### src/rtl/fetch_if.sv
// Fetch-stage bundle: ROM address/data, instruction register to decode, redirect and halt controls.
// The fetch unit drives the master side; the ROM, decode and branch logic sit on the slave side.
interface fetch_if #(
    parameter int ADDR_W  = 8,
    parameter int INSTR_W = 16
);
    logic [ADDR_W-1:0]  pc_out;
    logic [INSTR_W-1:0] rom_data;
    logic [INSTR_W-1:0] ir_out;
    logic [ADDR_W-1:0]  ir_pc;
    logic               ir_valid;
    logic               ir_ready;
    logic               redirect_valid;
    logic [ADDR_W-1:0]  redirect_addr;
    logic               halt_req;
    logic               halted;
    logic [15:0]        fetch_count;

    modport master (
        output pc_out, ir_out, ir_pc, ir_valid, halted, fetch_count,
        input  rom_data, ir_ready, redirect_valid, redirect_addr, halt_req
    );

    modport slave (
        input  pc_out, ir_out, ir_pc, ir_valid, halted, fetch_count,
        output rom_data, ir_ready, redirect_valid, redirect_addr, halt_req
    );
endinterface

### src/rtl/fetch_unit.sv
// Instruction fetch: owns the PC, latches the ROM word into the IR, hands it to decode.
// Latency: first IR one edge after BOOT->RUN; redirect costs one bubble; 1 instr/cycle sustained.
// Backpressure: IR holds while ir_valid && !ir_ready; PC and counter freeze with it.
module fetch_unit #(
    parameter int                ADDR_W   = 8,
    parameter int                INSTR_W  = 16,
    parameter logic [ADDR_W-1:0] RESET_PC = '0
) (
    input  logic     clk,
    input  logic     rst_n,
    fetch_if.master  bus
);
    typedef enum logic [1:0] {
        BOOT   = 2'd0,
        RUN    = 2'd1,
        HALTED = 2'd2
    } state_t;

    state_t             state, state_nxt;
    logic               load, flush, drain;

    logic [ADDR_W-1:0]  pc_q;
    logic [INSTR_W-1:0] ir_q;
    logic [ADDR_W-1:0]  ir_pc_q;
    logic               ir_vld_q;
    logic               halted_q;
    logic [15:0]        cnt_q;

    always_ff @(posedge clk or negedge rst_n) begin
        if (!rst_n) state <= BOOT;
        else        state <= state_nxt;
    end

    // Redirect outranks everything, including a stalled IR and a pending halt.
    always_comb begin
        state_nxt = state;
        load      = 1'b0;
        flush     = 1'b0;
        drain     = 1'b0;
        if (bus.redirect_valid) begin
            state_nxt = RUN;
            flush     = 1'b1;
        end else begin
            unique case (state)
                BOOT:   state_nxt = bus.halt_req ? HALTED : RUN;
                RUN: begin
                    if (bus.halt_req) begin
                        state_nxt = HALTED;
                        drain     = ir_vld_q && bus.ir_ready;
                    end else if (!ir_vld_q || bus.ir_ready) begin
                        load      = 1'b1;
                    end
                end
                HALTED: drain = ir_vld_q && bus.ir_ready;
                default: state_nxt = BOOT;
            endcase
        end
    end

    always_ff @(posedge clk or negedge rst_n) begin
        if (!rst_n) begin
            pc_q     <= RESET_PC;
            ir_q     <= '0;
            ir_pc_q  <= '0;
            ir_vld_q <= 1'b0;
            halted_q <= 1'b0;
            cnt_q    <= '0;
        end else begin
            halted_q <= (state_nxt == HALTED);
            if (flush) begin
                pc_q     <= bus.redirect_addr;
                ir_vld_q <= 1'b0;
            end else if (load) begin
                ir_q     <= bus.rom_data;
                ir_pc_q  <= pc_q;
                ir_vld_q <= 1'b1;
                pc_q     <= pc_q + ADDR_W'(1);
                if (cnt_q != 16'hFFFF) cnt_q <= cnt_q + 16'd1;
            end else if (drain) begin
                ir_vld_q <= 1'b0;
            end
        end
    end

    assign bus.pc_out      = pc_q;
    assign bus.ir_out      = ir_q;
    assign bus.ir_pc       = ir_pc_q;
    assign bus.ir_valid    = ir_vld_q;
    assign bus.halted      = halted_q;
    assign bus.fetch_count = cnt_q;
endmodule

### src/flat_wrapper.sv
// flat-port wrapper written by rule: the top's interface ports become plain ports
module fetch_unit_flat 
#(
    parameter int                ADDR_W   = 8,
    parameter int                INSTR_W  = 16,
    parameter logic [ADDR_W-1:0] RESET_PC = '0
)
  (clk, rst_n, bus_pc_out, bus_ir_out, bus_ir_pc, bus_ir_valid, bus_halted, bus_fetch_count, bus_rom_data, bus_ir_ready, bus_redirect_valid, bus_redirect_addr, bus_halt_req);
  fetch_if #(.ADDR_W(ADDR_W), .INSTR_W(INSTR_W)) bus_i ();
  input  logic clk;
  input  logic rst_n;
  output wire logic [$bits(bus_i.pc_out)-1:0] bus_pc_out;
  output wire logic [$bits(bus_i.ir_out)-1:0] bus_ir_out;
  output wire logic [$bits(bus_i.ir_pc)-1:0] bus_ir_pc;
  output wire logic [$bits(bus_i.ir_valid)-1:0] bus_ir_valid;
  output wire logic [$bits(bus_i.halted)-1:0] bus_halted;
  output wire logic [$bits(bus_i.fetch_count)-1:0] bus_fetch_count;
  input wire logic [$bits(bus_i.rom_data)-1:0] bus_rom_data;
  input wire logic [$bits(bus_i.ir_ready)-1:0] bus_ir_ready;
  input wire logic [$bits(bus_i.redirect_valid)-1:0] bus_redirect_valid;
  input wire logic [$bits(bus_i.redirect_addr)-1:0] bus_redirect_addr;
  input wire logic [$bits(bus_i.halt_req)-1:0] bus_halt_req;
  assign bus_pc_out = bus_i.pc_out;
  assign bus_ir_out = bus_i.ir_out;
  assign bus_ir_pc = bus_i.ir_pc;
  assign bus_ir_valid = bus_i.ir_valid;
  assign bus_halted = bus_i.halted;
  assign bus_fetch_count = bus_i.fetch_count;
  assign bus_i.rom_data = bus_rom_data;
  assign bus_i.ir_ready = bus_ir_ready;
  assign bus_i.redirect_valid = bus_redirect_valid;
  assign bus_i.redirect_addr = bus_redirect_addr;
  assign bus_i.halt_req = bus_halt_req;
  fetch_unit #(.ADDR_W(ADDR_W), .INSTR_W(INSTR_W), .RESET_PC(RESET_PC)) u_core (.clk(clk), .rst_n(rst_n), .bus(bus_i));
endmodule
### config.mk
export PLATFORM = sky130hd
export DESIGN_NAME = fetch_unit_flat
export DESIGN_NICKNAME = d
export VERILOG_FILES = /design/src/rtl/fetch_if.sv /design/src/rtl/fetch_unit.sv /design/src/flat_wrapper.sv
export SDC_FILE = /design/constraint.sdc
export NUM_CORES = 1
export LEC_CHECK = 0
export ABC_AREA = 1
export CORE_ASPECT_RATIO = 0.75
export CORE_MARGIN = 4
export CORE_UTILIZATION = 60
export CTS_CLUSTER_DIAMETER = 50
export DETAILED_ROUTE_END_ITERATION = 7
export DONT_BUFFER_PORTS = 1
export PLACE_DENSITY = 0.76
export SETUP_SLACK_MARGIN = 0.2
export SKIP_CTS_REPAIR_TIMING = 1
export SYNTH_ARGS = -nofsm -noshare
export SYNTH_HDL_FRONTEND = slang
export SYNTH_SLANG_ARGS = --single-unit
### constraint.sdc
create_clock -name clk -period 2.45 [get_ports clk]
set_input_delay 0.735 -clock clk [delete_from_list [all_inputs] [get_ports clk]]
set_output_delay 0.735 -clock clk [all_outputs]
set_load 0.005 [all_outputs]
Word-level counts from Yosys, hierarchy flattened
Index checks and enable logic that the tools add are counted.
Widths: inputs -> output; s select.
{"block": "totals", "reg_bits": 52, "in_bits": 29, "out_inout_bits": 50, "word_cells": 39}
{"block": "classes", "addsub": 2, "n_eq_ne": 4, "mux": 17, "bitwise": 1, "reduce_logical": 8}
{"cell": "$add 16x1->16 const B", "n": 1}
{"cell": "$mux 8", "n": 2}
{"cell": "$ne 16x16->1 const B", "n": 1}
{"cell": "$mux 1", "n": 10}
{"cell": "$add 8x1->8 const B", "n": 1}
{"cell": "$mux 2", "n": 3}
{"cell": "$pmux 2 s3", "n": 1}
{"cell": "$eq 2x2->1 const B", "n": 2}
{"cell": "$reduce_and 3->1", "n": 1}
{"cell": "$reduce_bool 3->1", "n": 1}
{"cell": "$eq 2x1->1 const B", "n": 1}
{"cell": "$logic_not 2->1", "n": 1}
{"cell": "$pmux 1 s2", "n": 1}
{"cell": "$reduce_and 2->1", "n": 1}
{"cell": "$reduce_bool 2->1", "n": 1}
{"cell": "$logic_and 1x1->1", "n": 1}
{"cell": "$logic_not 1->1", "n": 1}
{"cell": "$logic_or 1x1->1", "n": 1}
{"cell": "$not 1->1", "n": 1}

Depth between registers and ports, before layout
{"block": "depth", "word_depth": 8, "depth_mapped": 10, "depth_no_buf": 9}

Worst setup path before layout
OpenSTA, ideal clock, no wires.
{"block": "synth_path", "path_kind": "in2reg", "from": "input bus_redirect_valid", "to": "register u_core.cnt_q[3] (netlist: u_core.bus.fetch_count[3])", "setup_ps": 116, "arrival_time_ps": 1565, "t_required_ps": 2334, "path_slack_ps": 768, "path_stages": 8, "path_buffers": 2, "path_cell_list": "buf_2 -> inv_2 -> nand3_4 -> inv_2 -> o21ai_4 -> buf_6 -> nand2_1 -> nand2_1"}
{"block": "synth_between", "elab_chain_cells": 3}
{"element": "start: declaration", "line_no": "flat_wrapper.sv:20", "text": "input wire logic [$bits(bus_i.redirect_valid)-1:0] bus_redirect_valid;"}
{"element": "$mux 1", "line_no": "fetch_unit.sv:40", "text": "if (bus.redirect_valid) begin"}
{"element": "$not 1->1 (no source line)"}
{"element": "$reduce_and 3->1 (no source line) *"}
{"element": "end signal: assignment", "line_no": "fetch_unit.sv:78", "text": "if (cnt_q != 16'hFFFF) cnt_q <= cnt_q + 16'd1;"}
{"element": "end: declaration", "line_no": "fetch_unit.sv:27", "text": "logic [15:0] cnt_q;"}
Every way passes the cells marked *; elsewhere a longest branch is shown, timed or not.
A chain may end at the register's enable or synchronous reset.

Worst setup path in the final report
{"block": "layout_path", "from": "register u_core.state[1]", "to": "register u_core.pc_q[3] (netlist: u_core.bus.pc_out[3])"}
{"block": "layout_between", "elab_chain_cells": 4}
{"element": "start: declaration", "line_no": "fetch_unit.sv:19", "text": "state_t state, state_nxt;"}
{"element": "start signal: assignment", "line_no": "fetch_unit.sv:31", "text": "else state <= state_nxt;"}
{"element": "$eq 2x1->1", "line_no": "fetch_unit.sv:44", "text": "unique case (state)"}
{"element": "$mux 1", "line_no": "fetch_unit.sv:44"}
{"element": "$mux 1", "line_no": "fetch_unit.sv:40"}
{"element": "$reduce_bool 2->1 (no source line)"}
{"element": "end signal: assignment", "line_no": "fetch_unit.sv:71", "text": "pc_q <= bus.redirect_addr;"}
{"element": "end signal: assignment", "line_no": "fetch_unit.sv:77", "text": "pc_q <= pc_q + ADDR_W'(1);"}
{"element": "end: declaration", "line_no": "fetch_unit.sv:22", "text": "logic [ADDR_W-1:0] pc_q;"}
No other way between the ends.

==> flow_metrics.tcl <==
set metrics [dict create \
    setup_viol 0 \
    hpwl_mm 4.201 \
    crit_required_ns 2.65 \
    report.final.slew_viol_count 0 \
    syn_inst 337 \
    placed_cells 386 \
    rsz0062_at_grt "no" \
    power_density_mw_per_mm2 718.8 \
    h-tree-depth 2 \
    cts_tree "done" \
    critPathMaxFanout 15 \
    routedWlPerCell_um 14.32 \
    status "completed" \
    row_count 20 \
    fin_worst_skew_ns 0.005269 \
    endpoint_kind "flip-flop" \
    ys_ff_latch 52 \
    seq_area_frac_synth 0.4934 \
    crit_type "flip-flop to flip-flop" \
    routed_wirelength_mm 5.628 \
    max_slew.worst_pin.slew_ns 0.4292 \
    setup_tns_ns 0 \
    final_antenna_net_count 0 \
    nets 373 \
    utilization 0.6617 \
    clkSlewWorstSetupHoldPaths_ns 0.09 \
    cts_buffer_depth 2 \
    comb_power_share 0.154 \
    grt_first_pass_wirelength_mm 9.791 \
    intPower_mw 1.346 \
    drt_first_iter_violations 115 \
    die_w_um 84.56 \
    route.vias.total 2110 \
    synthMuxAreaShare 0 \
    synth_fa_ha_area_frac 0.02846 \
    grt_pass1_vias 2053 \
    finalPower_mw 1.976 \
    fin_cells 393 \
    synth.distinct_cells 26 \
    final_common_cell "nand2_1" \
    p_sw_frac 0.3189 \
    pwr-share-seq 0.618 \
    period_share 0.7578 \
    synth-xor-area-share 0.03321 \
    drcViolationCount 0 \
    overflow 0 \
    final-hold-violation-count 0 \
    grtUsageTotal 0.2182 \
    viasPerCell 5.369 \
    fill_cells 371 \
    clock_latency_ns 0.29 \
    clock_sinks 52 \
    drv_cap 0 \
    switching_power_mw 0.6300 \
    io_pins 79 \
    relSlewSlack 0.7128 \
    initial_core_util 0.6349 \
    synthToLayoutAreaGrowth_pct 4.222 \
    synthesis.area_mm2 0.002638 \
    worstHoldPathType "input pin to asynchronous set/reset pin" \
    setup_ws_ns 0.5935 \
    portBuffers 0 \
    fmaxAchievable_mhz 538.6 \
    antenna_found_initial 0 \
    synthSimpleGateAreaFrac 0.3496 \
    die-height_um 65.42 \
    num_antenna_cells 0 \
    grt_max_degree 53 \
    synth_compound_area_frac 0.04080 \
    start_kind "flip-flop" \
    routabilityCongestion 0.8737 \
    period_needed_ns 1.857 \
    ys_warn_count 0 \
    post_route_cells_drive_above_1_share 0.05917 \
    synth_top_family_by_area "simple AND/OR/NAND/NOR gates" \
    root_buffer "clkbuf_8" \
    core_area_mm2 0.004154 \
    cp.arrival_ns 2.06 \
    ir_worst_vdd_mv 0.5133 \
    clkPwrFrac 0.228 \
    final_cell_mix "nand2_1, dfrtp_1, inv_1, nor2_1, nand3_1" \
    synth.net_count 372 \
    cts_buffers 5 \
    pre_cts_slack_ns 0.5995 \
    die_area_mm2 0.005532 \
    avgSynthCellArea_um2 7.826 \
    leakagePower_nw 1.384 \
    firstDrtPassIters 4 \
]
## metrics by stage
stage / cell area [um^2] / hold slack [ns]
after global placement: 2671 / 0.4407
after detailed placement: 2671 / 0.4407
final: 2749 / 0.1271
after global routing: 2749 / 0.1019
after floorplan: 2638 / 0.4394
after CTS: 2749 / 0.1153
## state kept, by name, indices dropped and copies added (netlist names)
name / flops
u_core.state: 2
u_core.bus.fetch_count: 16
u_core.bus.halted: 1
u_core.bus.ir_pc: 8
u_core.bus.ir_valid: 1
u_core.bus.ir_out: 16
u_core.bus.pc_out: 8
## power by group through the flow
| stage | clock, mW | sequential (mW) | combinational, mW |
|---|---|---|---|
| after CTS | 0.468 | 1.22 | 0.305 |
| after global placement | 0 | 1.24 | 0.285 |
| after floorplan | 0 | 1.18 | 0.258 |
| after global routing | 0.504 | 1.25 | 0.363 |
| final | 0.451 | 1.22 | 0.304 |
| after detailed placement | 0 | 1.24 | 0.306 |
## routing by layer
layer | track usage | vias to the layer above | routed length, um
li1 | - | 1045 | -
met1 | 0.3038 | 977 | 2545
met2 | 0.3311 | 84 | 2435
met3 | 0.07895 | 4 | 618
met4 | 0.04348 | 0 | 29
met5 | 0 | - | 0
## cells in the mapped netlist (all sizes together)
library cell  instances  area share
nand3                16       0.042
xor2                  5       0.017
clkbuf                1      0.0014
ha                    6       0.028
nand3b                1      0.0028
a31oi                 1      0.0024
a21oi                 3      0.0057
o21ai                 9       0.021
o211ai                4       0.011
buf                   7       0.018
inv                  25       0.036
nor2                 27       0.047
dfrtp                52        0.49
nand2               165        0.23
nor3                  1      0.0019
nand4                 9       0.021
xnor2                 5       0.017
## critical path, cell delays in order (launching register included)
cell,delay (ns)
dfrtp_1,0.43
inv_1,0.11
ha_1,0.17
inv_1,0.05
nor2_2,0.16
nand3_4,0.18
inv_2,0.25
buf_4,0.25
nand2_1,0.07
o211ai_1,0.09
## kinds of logic after synthesis
family | Yosys count
compound gates | 17
xor+xnor | 10
fa+ha+maj | 6
buf+inv | 33
flops | 52
simple gates | 219
## cell type report
class | instances | area [um^2] | area share
clock buffer | 6 | 72.57 | 0.02640
clock inverter | 1 | 5.005 | 0.001821
inverter | 25 | 93.84 | 0.03414
multi-input combinational | 252 | 1192 | 0.4338
sequential | 52 | 1301 | 0.4734
tap | 55 | 68.82 | 0.02503
timing repair buffer | 2 | 15.01 | 0.005462
## final timing paths
check | start | end | slack (ns) | cells past startpoint
worst max-delay path | u_core.state[1] | u_core.bus.pc_out[3] | 0.59 | 9
worst min-delay path | rst_n | u_core.bus.ir_out[15] | 0.13 | 0
worst max register to register | u_core.state[1] | u_core.bus.pc_out[3] | 0.59 | 9
worst min register to register | u_core.bus.ir_out[11] | u_core.bus.ir_out[11] | 0.52 | 2
max in group asynchronous | rst_n | u_core.bus.ir_out[3] | 2.23 | 0
min in group clk | bus_redirect_valid | u_core.state[1] | 0.51 | 1
Power figures use the tool's default switching activity.
